==> config.mk <==
export PLATFORM = sky130hd
export DESIGN_NAME = alu_rem_out_stage
export DESIGN_NICKNAME = d
export VERILOG_FILES = /design/src/rtl/alu_rem_out_stage_pkg.sv /design/src/rtl/alu_rem_out_stage_fifo2.sv /design/src/rtl/alu_rem_out_stage.sv
export SDC_FILE = /design/constraint.sdc
export NUM_CORES = 1
export LEC_CHECK = 0
export ABC_AREA = 1
export BUFFER_PORTS_ARGS = -buffer_cell sky130_fd_sc_hd__buf_2
export CORE_ASPECT_RATIO = 0.9
export CORE_UTILIZATION = 53
export DETAILED_ROUTE_END_ITERATION = 10
export PLACE_DENSITY = 0.77
export SYNTH_ARGS = -nofsm -noshare
export SYNTH_HDL_FRONTEND = slang
export SYNTH_SLANG_ARGS = --single-unit
==> constraint.sdc <==
create_clock -name clk -period 1.5 [get_ports clk]
set_input_delay 0.3 -clock clk [delete_from_list [all_inputs] [get_ports clk]]
set_output_delay 0.3 -clock clk [all_outputs]
set_load 0.03 [all_outputs]
==> src/rtl/alu_rem_out_stage_pkg.sv <==
// Shared ALU package for the remainder output stage: default result width,
// entry field layout {R, DZF, SF, ZF} and the occupancy encoding.
package alu_rem_out_stage_pkg;

    localparam int ALU_RW      = 5;
    localparam int ALU_FLAG_W  = 3;
    localparam int ALU_ENTRY_W = ALU_RW + ALU_FLAG_W;

    // Bit positions inside one packed entry, MSB side holds R.
    localparam int ENT_ZF_BIT = 0;
    localparam int ENT_SF_BIT = 1;
    localparam int ENT_DZ_BIT = 2;
    localparam int ENT_R_LSB  = 3;

    typedef enum logic [1:0] {
        OCC_EMPTY = 2'd0,
        OCC_ONE   = 2'd1,
        OCC_FULL  = 2'd2
    } occ_e;

    function automatic int entry_w(input int rw);
        return rw + ALU_FLAG_W;
    endfunction

endpackage

==> src/rtl/alu_rem_out_stage_fifo2.sv <==
// Two-entry FIFO with 1-bit wrapping pointers; every output is a register
// loaded from the next-state view of the storage.
module alu_fifo2
    import alu_rem_out_stage_pkg::*;
#(
    parameter int W = ALU_ENTRY_W
) (
    input  logic         clk,
    input  logic         rst_n,
    input  logic         in_valid,
    output logic         in_ready,
    input  logic [W-1:0] in_data,
    output logic         out_valid,
    input  logic         out_ready,
    output logic [W-1:0] out_data
);

    occ_e         occ_r;
    occ_e         occ_nxt_s;
    logic         wr_ptr_r;
    logic         rd_ptr_r;
    logic         wr_ptr_nxt_s;
    logic         rd_ptr_nxt_s;
    logic [W-1:0] mem_r     [0:1];
    logic [W-1:0] mem_nxt_s [0:1];
    logic [W-1:0] head_nxt_s;
    logic         in_ready_r;
    logic         out_valid_r;
    logic [W-1:0] out_data_r;
    logic         push_s;
    logic         pop_s;

    // Next occupancy, pointers, storage and head entry.
    always_comb begin
        push_s = in_valid && in_ready_r;
        pop_s  = out_valid_r && out_ready;

        occ_nxt_s = occ_r;
        case (occ_r)
            OCC_EMPTY: begin
                if (push_s) occ_nxt_s = OCC_ONE;
                else        occ_nxt_s = OCC_EMPTY;
            end
            OCC_ONE: begin
                if (push_s && !pop_s)      occ_nxt_s = OCC_FULL;
                else if (!push_s && pop_s) occ_nxt_s = OCC_EMPTY;
                else                       occ_nxt_s = OCC_ONE;
            end
            OCC_FULL: begin
                if (pop_s) occ_nxt_s = OCC_ONE;
                else       occ_nxt_s = OCC_FULL;
            end
            default: occ_nxt_s = OCC_EMPTY;
        endcase

        wr_ptr_nxt_s = wr_ptr_r ^ push_s;
        rd_ptr_nxt_s = rd_ptr_r ^ pop_s;

        mem_nxt_s[0] = mem_r[0];
        mem_nxt_s[1] = mem_r[1];
        if (push_s) begin
            mem_nxt_s[wr_ptr_r] = in_data;
        end else begin
            mem_nxt_s[wr_ptr_r] = mem_r[wr_ptr_r];
        end

        // Head is looked up after the write so push+pop in ONE forwards the new entry.
        if (occ_nxt_s == OCC_EMPTY) begin
            head_nxt_s = {W{1'b0}};
        end else begin
            head_nxt_s = mem_nxt_s[rd_ptr_nxt_s];
        end
    end

    // Storage, pointers and registered handshake/data outputs.
    always_ff @(posedge clk or negedge rst_n) begin
        if (!rst_n) begin
            occ_r       <= OCC_EMPTY;
            wr_ptr_r    <= 1'b0;
            rd_ptr_r    <= 1'b0;
            mem_r[0]    <= {W{1'b0}};
            mem_r[1]    <= {W{1'b0}};
            in_ready_r  <= 1'b1;
            out_valid_r <= 1'b0;
            out_data_r  <= {W{1'b0}};
        end else begin
            occ_r       <= occ_nxt_s;
            wr_ptr_r    <= wr_ptr_nxt_s;
            rd_ptr_r    <= rd_ptr_nxt_s;
            mem_r[0]    <= mem_nxt_s[0];
            mem_r[1]    <= mem_nxt_s[1];
            in_ready_r  <= (occ_nxt_s != OCC_FULL);
            out_valid_r <= (occ_nxt_s != OCC_EMPTY);
            out_data_r  <= head_nxt_s;
        end
    end

    assign in_ready  = in_ready_r;
    assign out_valid = out_valid_r;
    assign out_data  = out_data_r;

endmodule

==> src/rtl/alu_rem_out_stage.sv <==
// Remainder-unit output stage: 2-entry result buffer plus divide-by-zero
// statistics (sticky flag and saturating event counter).
module alu_rem_out_stage
    import alu_rem_out_stage_pkg::*;
#(
    parameter int RW = ALU_RW,
    parameter int CW = 4
) (
    input  logic          clk,
    input  logic          rst_n,
    input  logic          in_valid,
    output logic          in_ready,
    input  logic [RW-1:0] in_r,
    input  logic          in_dzf,
    input  logic          in_sf,
    input  logic          in_zf,
    output logic          out_valid,
    input  logic          out_ready,
    output logic [RW-1:0] out_r,
    output logic          out_dzf,
    output logic          out_sf,
    output logic          out_zf,
    output logic          sticky_dzf,
    output logic [CW-1:0] dz_count,
    input  logic          stat_clr
);

    localparam int EW = entry_w(RW);

    logic [EW-1:0] in_entry_s;
    logic [EW-1:0] out_entry_s;
    logic          dz_accept_s;
    logic          sticky_dzf_r;
    logic [CW-1:0] dz_count_r;

    assign in_entry_s = {in_r, in_dzf, in_sf, in_zf};

    alu_fifo2 #(
        .W (EW)
    ) u_fifo (
        .clk       (clk),
        .rst_n     (rst_n),
        .in_valid  (in_valid),
        .in_ready  (in_ready),
        .in_data   (in_entry_s),
        .out_valid (out_valid),
        .out_ready (out_ready),
        .out_data  (out_entry_s)
    );

    assign out_r   = out_entry_s[EW-1:ENT_R_LSB];
    assign out_dzf = out_entry_s[ENT_DZ_BIT];
    assign out_sf  = out_entry_s[ENT_SF_BIT];
    assign out_zf  = out_entry_s[ENT_ZF_BIT];

    assign dz_accept_s = in_valid && in_ready && in_dzf;

    // Divide-by-zero statistics; a clear request beats a same-cycle event.
    always_ff @(posedge clk or negedge rst_n) begin
        if (!rst_n) begin
            sticky_dzf_r <= 1'b0;
            dz_count_r   <= {CW{1'b0}};
        end else if (stat_clr) begin
            sticky_dzf_r <= 1'b0;
            dz_count_r   <= {CW{1'b0}};
        end else if (dz_accept_s) begin
            sticky_dzf_r <= 1'b1;
            if (dz_count_r != {CW{1'b1}}) begin
                dz_count_r <= dz_count_r + {{(CW-1){1'b0}}, 1'b1};
            end else begin
                dz_count_r <= dz_count_r;
            end
        end else begin
            sticky_dzf_r <= sticky_dzf_r;
            dz_count_r   <= dz_count_r;
        end
    end

    assign sticky_dzf = sticky_dzf_r;
    assign dz_count   = dz_count_r;

endmodule

==> flow_summary.json, run 1 <==
{
  "status": "complete, but fails checks",
  "violations": "design-rule violations",
  "antenna_left": 0,
  "start_kind": "flop",
  "synthTopCellsByCount": "nand2_1, dfrtp_1, nor2_1, nand3_1, nand4_1",
  "netlist.area_leader.share_pct": 57.29,
  "drtPass1Iterations": 7,
  "antenna_cells": 0,
  "ys_types": 23,
  "cts_setup_buffers": 0,
  "fin_nets": 215,
  "end_kind": "output pin",
  "row_count": 17,
  "slew_viol_final": 0,
  "critPathKind": "reg -> out",
  "grt_setup_unrepaired": "false",
  "synth-edff-count": 0,
  "ios": 28,
  "syn-mean-instance-area_um2": 8.893,
  "yosysSeqAreaShare_pct": 59.06,
  "clockBufferDepth": 2,
  "ys_async_sr_fraction_pct": 100.0,
  "critPathMaxFanout": 6,
  "fin_tns_setup_ns": 0,
  "synth_nets": 181,
  "synth-seq-cells": 35,
  "fp.dieH_um": 52.22,
  "cts-root-buf": "clkbuf_4",
  "p_leak_nw": 0.9833,
  "antenna_found_initial": 0,
  "syn_inst": 167,
  "cp_cell_sequence": "buf_4",
  "ir_drop_v": 0.001206,
  "slew_headroom_pct": 71.21,
  "post-route-min-period_ns": 1.420,
  "die_w_um": 57.80,
  "clock_latency_ns": 0.34,
  "worstPathRequired_ns": 1.20,
  "fill_cells": 213,
  "skew_ns": 0.01304,
  "coreArea_mm2": 0.002552,
  "maxCapViolations": 0,
  "dieArea_mm2": 0.003018,
  "crit_family": "flip-flops",
  "power_density_mw_per_mm2": 2026,
  "grt_pass1_vias": 1183,
  "clk_pin_slew_ns": 0.11,
  "viasPerCell": 5.291,
  "synth_ff_type": "dfrtp_1",
  "avgRoutedWirePerCell_um": 12.62,
  "utilization_pct": 68.58,
  "hpwl_mm": 2.019,
  "path_buf_inv": 1,
  "fmax_ghz": 0.7040,
  "fin_crit_sh_pct": 94.70,
  "synth_top_area_cell": "dfrtp_1",
  "start_util_pct": 58.19,
  "drt-initial-drc-count": 32,
  "drc_errors": 4,
  "layout-drive-gt1-share_pct": 24.26,
  "vias": 1217,
  "setup_violations": 0,
  "arrival_ns": 1.12,
  "synth_area_mm2": 0.001485,
  "drt_wl_total_mm": 2.903,
  "grt_max_degree": 19,
  "synthToLayoutAreaGrowth_pct": 17.86,
  "synthTopCellsByArea": "dfrtp_1, nand2_1, nor2_1",
  "grt_pass1_wl_mm": 5.181,
  "synth_most_common_cell": "nand2_1",
  "ctsHtreeMaxLevel": 2,
  "cp_slowest_cell": "dfstp_2",
  "grt_overflow": 0,
  "numCtsBuffers": 5,
  "gp_congestion": 0.7661,
  "finalHoldViolations": 0,
  "synth_warnings": 0,
  "cpPeakStageDelay_ns": 0.61,
  "final_area_mm2": 0.001750,
  "whs_ns": 0.1310,
  "track_usage_pct": 23.81,
  "portBuffers": 27,
  "hold_class": "in -> reg",
  "cts_num_sinks": 35,
  "place_area_mm2": 0.001659,
  "worst_slew_pin_slew_ns": 0.4273,
  "cts_tree": "done"
}
==> where the power goes <==
group	leakage, nW	total (mW)	internal [mW]	switching, mW
logic	0.507	1.49	0.459	1.03
clock network	0.0386	0.574	0.276	0.298
registers	0.438	1.48	1.33	0.147
==> state kept, by name, summed over array words and instances (netlist names) <==
name              cells
u_fifo.occ_r          2
u_fifo.out_valid      1
u_fifo.out_data       8
u_fifo.wr_ptr_r       1
dz_count              4
sticky_dzf            1
u_fifo.mem_r         16
u_fifo.rd_ptr_r       1
u_fifo.in_ready       1
==> through the flow <==
step	worst slack [ns]	power, mW	instances
5_1_grt	0.02260	3.832	230
3_5_place_dp	0.1162	2.980	221
4_1_cts	0.03026	3.558	230
2_1_floorplan	0.1343	2.598	167
3_3_place_gp	0.1687	2.925	221
6_report	0.07957	3.546	230
==> cell families (layout without fill, tap and decap cells) <==
group           count (synthesis)  count (layout)  share of synthesized area (%)
fa+ha+maj                       1               1                         0.8423
compound gates                  4               4                          2.359
flops                          35              35                          59.06
buf+inv                        12              47                          3.876
simple gates                  115             115                          33.87
==> cells in the final DEF, fill, tap and decap left out <==
| cell | synthesis | layout |
|---|---|---|
| nand2_1 | 66 | 65 |
| a21oi_1 | 1 | 1 |
| buf_2 | 1 | 26 |
| dlygate4sd3_1 | 0 | 1 |
| nor2_1 | 19 | 18 |
| nor2_2 | 1 | 1 |
| buf_4 | 1 | 2 |
| nand2_2 | 2 | 3 |
| nor2b_1 | 1 | 1 |
| clkbuf_4 | 0 | 5 |
| ha_1 | 1 | 1 |
| clkbuf_8 | 0 | 2 |
| or2_2 | 1 | 1 |
| o21ai_0 | 1 | 1 |
| a21oi_2 | 1 | 1 |
| nor2_4 | 1 | 2 |
| dfstp_2 | 1 | 1 |
| inv_2 | 2 | 2 |
| nand3b_1 | 1 | 1 |
| nand4_1 | 11 | 11 |
| nand3_1 | 11 | 11 |
| dfrtp_1 | 34 | 34 |
| clkbuf_1 | 0 | 1 |
| inv_1 | 7 | 7 |
| nand3_2 | 1 | 1 |
| buf_12 | 0 | 1 |
| a21oi_4 | 1 | 1 |
==> cell type report <==
type,count,area [um^2],share of cell area [%]
flip-flops and latches,35,877.1,50.11
inverters,9,33.78,1.930
well taps,28,35.03,2.001
clock buffers,8,68.82,3.931
repair buffers,30,175.2,10.01
multi-input cells,120,560.5,32.02
==> final timing paths <==
check | depth (start not counted) | to | start | slack [ns]
max | 1 | in_ready | u_fifo.in_ready$_DFF_PN1_ | 0.08
min | 2 | sticky_dzf$_DFFE_PN0P_ | stat_clr | 0.13
max reg2reg | 7 | dz_count[0]$_DFFE_PN0P_ | u_fifo.in_ready$_DFF_PN1_ | 0.17
min reg2reg | 2 | u_fifo.mem_r[15]$_DFF_PN0_ | u_fifo.mem_r[15]$_DFF_PN0_ | 0.48
max in group asynchronous | 3 | u_fifo.in_ready$_DFF_PN1_ | rst_n | 0.57
min in group asynchronous | 2 | u_fifo.mem_r[14]$_DFF_PN0_ | rst_n | 0.41
==> layer usage <==
layer  vias up  wire, um  track usage (%)
met2        34      1382            35.82
met5         -         0                0
met3         6       155            5.679
li1        604         -                -
met1       573      1317            31.14
met4         0        48            15.08
==> what timing repair did <==
action,4_1_cts,5_1_grt
setup endpoints to repair,0,5
hold buffers,1,0
endpoints found under the hold margin,17,0
gates resized for setup,0,5
(Power assumes the default switching activity.)
==> run 2: changes to the inputs <==
--- a/config.mk
+++ b/config.mk
@@ -7,7 +7,7 @@
 export LEC_CHECK = 0
 export ABC_AREA = 1
 export BUFFER_PORTS_ARGS = -buffer_cell sky130_fd_sc_hd__buf_2
-export CORE_ASPECT_RATIO = 0.9
+export CORE_ASPECT_RATIO = 0.5
 export CORE_UTILIZATION = 53
 export DETAILED_ROUTE_END_ITERATION = 10
 export PLACE_DENSITY = 0.77
==> run 2 against run 1 <==
Effect of this change: the flow now finishes without violations; combinational power about the same; clock power increased by 73%; cell count increased by 4.3%; die area increased by 0.41%; sequential power about the same.
==> flow_summary.json, run 2 (synthesis gave the netlist of run 1 again) <==
{
  "die_w_um": 76.86,
  "synthToLayoutAreaGrowth_pct": 23.25,
  "final_area_mm2": 0.001831,
  "regArea_um2": 877.1,
  "cpPeakStageDelay_ns": 0.63,
  "fin_crit_sh_pct": 97.17,
  "worstPathRequired_ns": 1.20,
  "pwr-share-clk_pct": 24.9,
  "wl_met3_um": 205,
  "antenna_found_initial": 0,
  "layout_commonest_cell": "nand2_1",
  "skew_ns": 0.008188,
  "drc_errors": 0,
  "grt_max_degree": 20,
  "vias": 1227,
  "comb_power_share_pct": 37.7,
  "cts_num_sinks": 35,
  "drt-met1-wl_mm": 1.366,
  "cp_slowest_cell": "dfstp_2",
  "cts_setup_buffers": 0,
  "numCtsBuffers": 5,
  "cts-root-buf": "clkbuf_8",
  "hpwl_mm": 2.111,
  "clockBufferDepth": 2,
  "ctsHtreeMaxLevel": 2,
  "grt_setup_unrepaired": "false",
  "power_density_mw_per_mm2": 2182,
  "drt-initial-drc-count": 69,
  "start_kind": "flop",
  "row_count": 13,
  "track_usage_pct": 23.88,
  "end_kind": "output pin",
  "fin_ws_ns": 0.04238,
  "critPathKind": "reg -> out",
  "clk_pin_slew_ns": 0.06,
  "place_ws_ns": 0.07133,
  "maxCapViolations": 0,
  "status": "finished, final reports clean",
  "start_util_pct": 56.71,
  "fin_tns_setup_ns": 0,
  "antenna_left": 0,
  "ios": 28,
  "regMostFlops": "u_fifo.mem_r",
  "total_power_mw": 3.995,
  "hold_class": "in -> reg",
  "worst_slew_pin_slew_ns": 0.4225,
  "drt_wl_total_mm": 3.099,
  "post-route-min-period_ns": 1.458,
  "gp_congestion": 0.7418,
  "finalHoldViolations": 0,
  "grt_overflow": 0,
  "grt_pass1_vias": 1166,
  "whs_ns": 0.2026,
  "grt_pass1_wl_mm": 5.147,
  "p_leak_nw": 1.013,
  "power_frac_seq_pct": 37.4,
  "net-switching-power_mw": 1.539,
  "slew_headroom_pct": 71.54,
  "reg2reg_slack_ns": 0.10,
  "arrival_ns": 1.16,
  "layout-drive-gt1-share_pct": 24.63,
  "fmax_ghz": 0.6861,
  "power.internal_mw": 2.455,
  "fin_nets": 216,
  "setup_violations": 0,
  "critPathMaxFanout": 8,
  "cp_cell_sequence": "buf_2",
  "top_layer_used": "met4",
  "largest_reg_flops": 16,
  "viasPerCell": 5.113,
  "avgRoutedWirePerCell_um": 12.91,
  "coreArea_mm2": 0.002619,
  "fp.dieH_um": 39.43,
  "place_area_mm2": 0.001678,
  "crit_family": "flip-flops",
  "ir_drop_v": 0.001198,
  "multi_input_area_um2": 560.5,
  "drtPass1Iterations": 4,
  "slew_viol_final": 0,
  "dieArea_mm2": 0.003031,
  "cts_tree": "done",
  "path_buf_inv": 1,
  "clock_latency_ns": 0.29,
  "fill_cells": 231,
  "dr_wl_met2_mm": 1.476,
  "switching_share_pct": 38.54,
  "portBuffers": 27,
  "antenna_cells": 0,
  "mostFrequentLayoutCells": "nand2_1, dfrtp_1, buf_2, nor2_1"
}
[run 2: per-stage QoR]
stage,std cells,utilization (%)
6_report,240,69.90
5_1_grt,240,69.90
4_1_cts,240,69.52
3_5_place_dp,231,64.07
3_3_place_gp,231,64.07
2_1_floorplan,167,-
[run 2: worst reg2reg max path, stage by stage, from the launching register on]
cell and delay (ns):
dfstp_2 0.63, nand2_2 0.12, inv_2 0.09, nand2_1 0.11, nor2_4 0.17, nor2_2 0.07
nand2_1 0.06, nand2_1 0.05
[run 2: path summary, 6_finish.rpt]
path	from	to	cells past startpoint
max	u_fifo.in_ready$_DFF_PN1_	in_ready	1
min	stat_clr	sticky_dzf$_DFFE_PN0P_	2
max reg2reg	u_fifo.in_ready$_DFF_PN1_	dz_count[3]$_DFFE_PN0P_	7
min reg2reg	u_fifo.mem_r[10]$_DFF_PN0_	u_fifo.mem_r[10]$_DFF_PN0_	2
max in group asynchronous	rst_n	u_fifo.in_ready$_DFF_PN1_	3
min in group asynchronous	rst_n	u_fifo.out_data[7]$_DFF_PN0_	2
[run 2: power groups by stage]
stage	logic [mW]	clock network, mW	registers, mW
2_1_floorplan	0.881	0	1.72
3_3_place_gp	1.44	0	1.49
3_5_place_dp	1.49	0	1.50
4_1_cts	1.51	1.01	1.49
5_1_grt	1.69	1.05	1.53
6_report	1.51	0.995	1.49
[run 2: cell type report]
class                   count  share of cell area [%]
multi-input cells         120                   30.62
clock buffers               6                   3.964
well taps                  37                   2.529
inverters                   9                   1.846
repair buffers             31                   9.843
clock inverters             2                   3.281
flip-flops and latches     35                   47.92
[run 2: repair_timing]
| action | CTS | global route |
|---|---|---|
| endpoints found under the hold margin | 16 | 0 |
| gates resized for setup | 0 | 3 |
| setup endpoints to repair | 0 | 8 |
| hold buffers | 1 | 0 |
[run 2: metal layers]
layer  vias up  GRT usage (%)
li1        606              -
met5         -              0
met3         7          7.907
met2        36          38.17
met1       578          28.97
met4         0          15.38
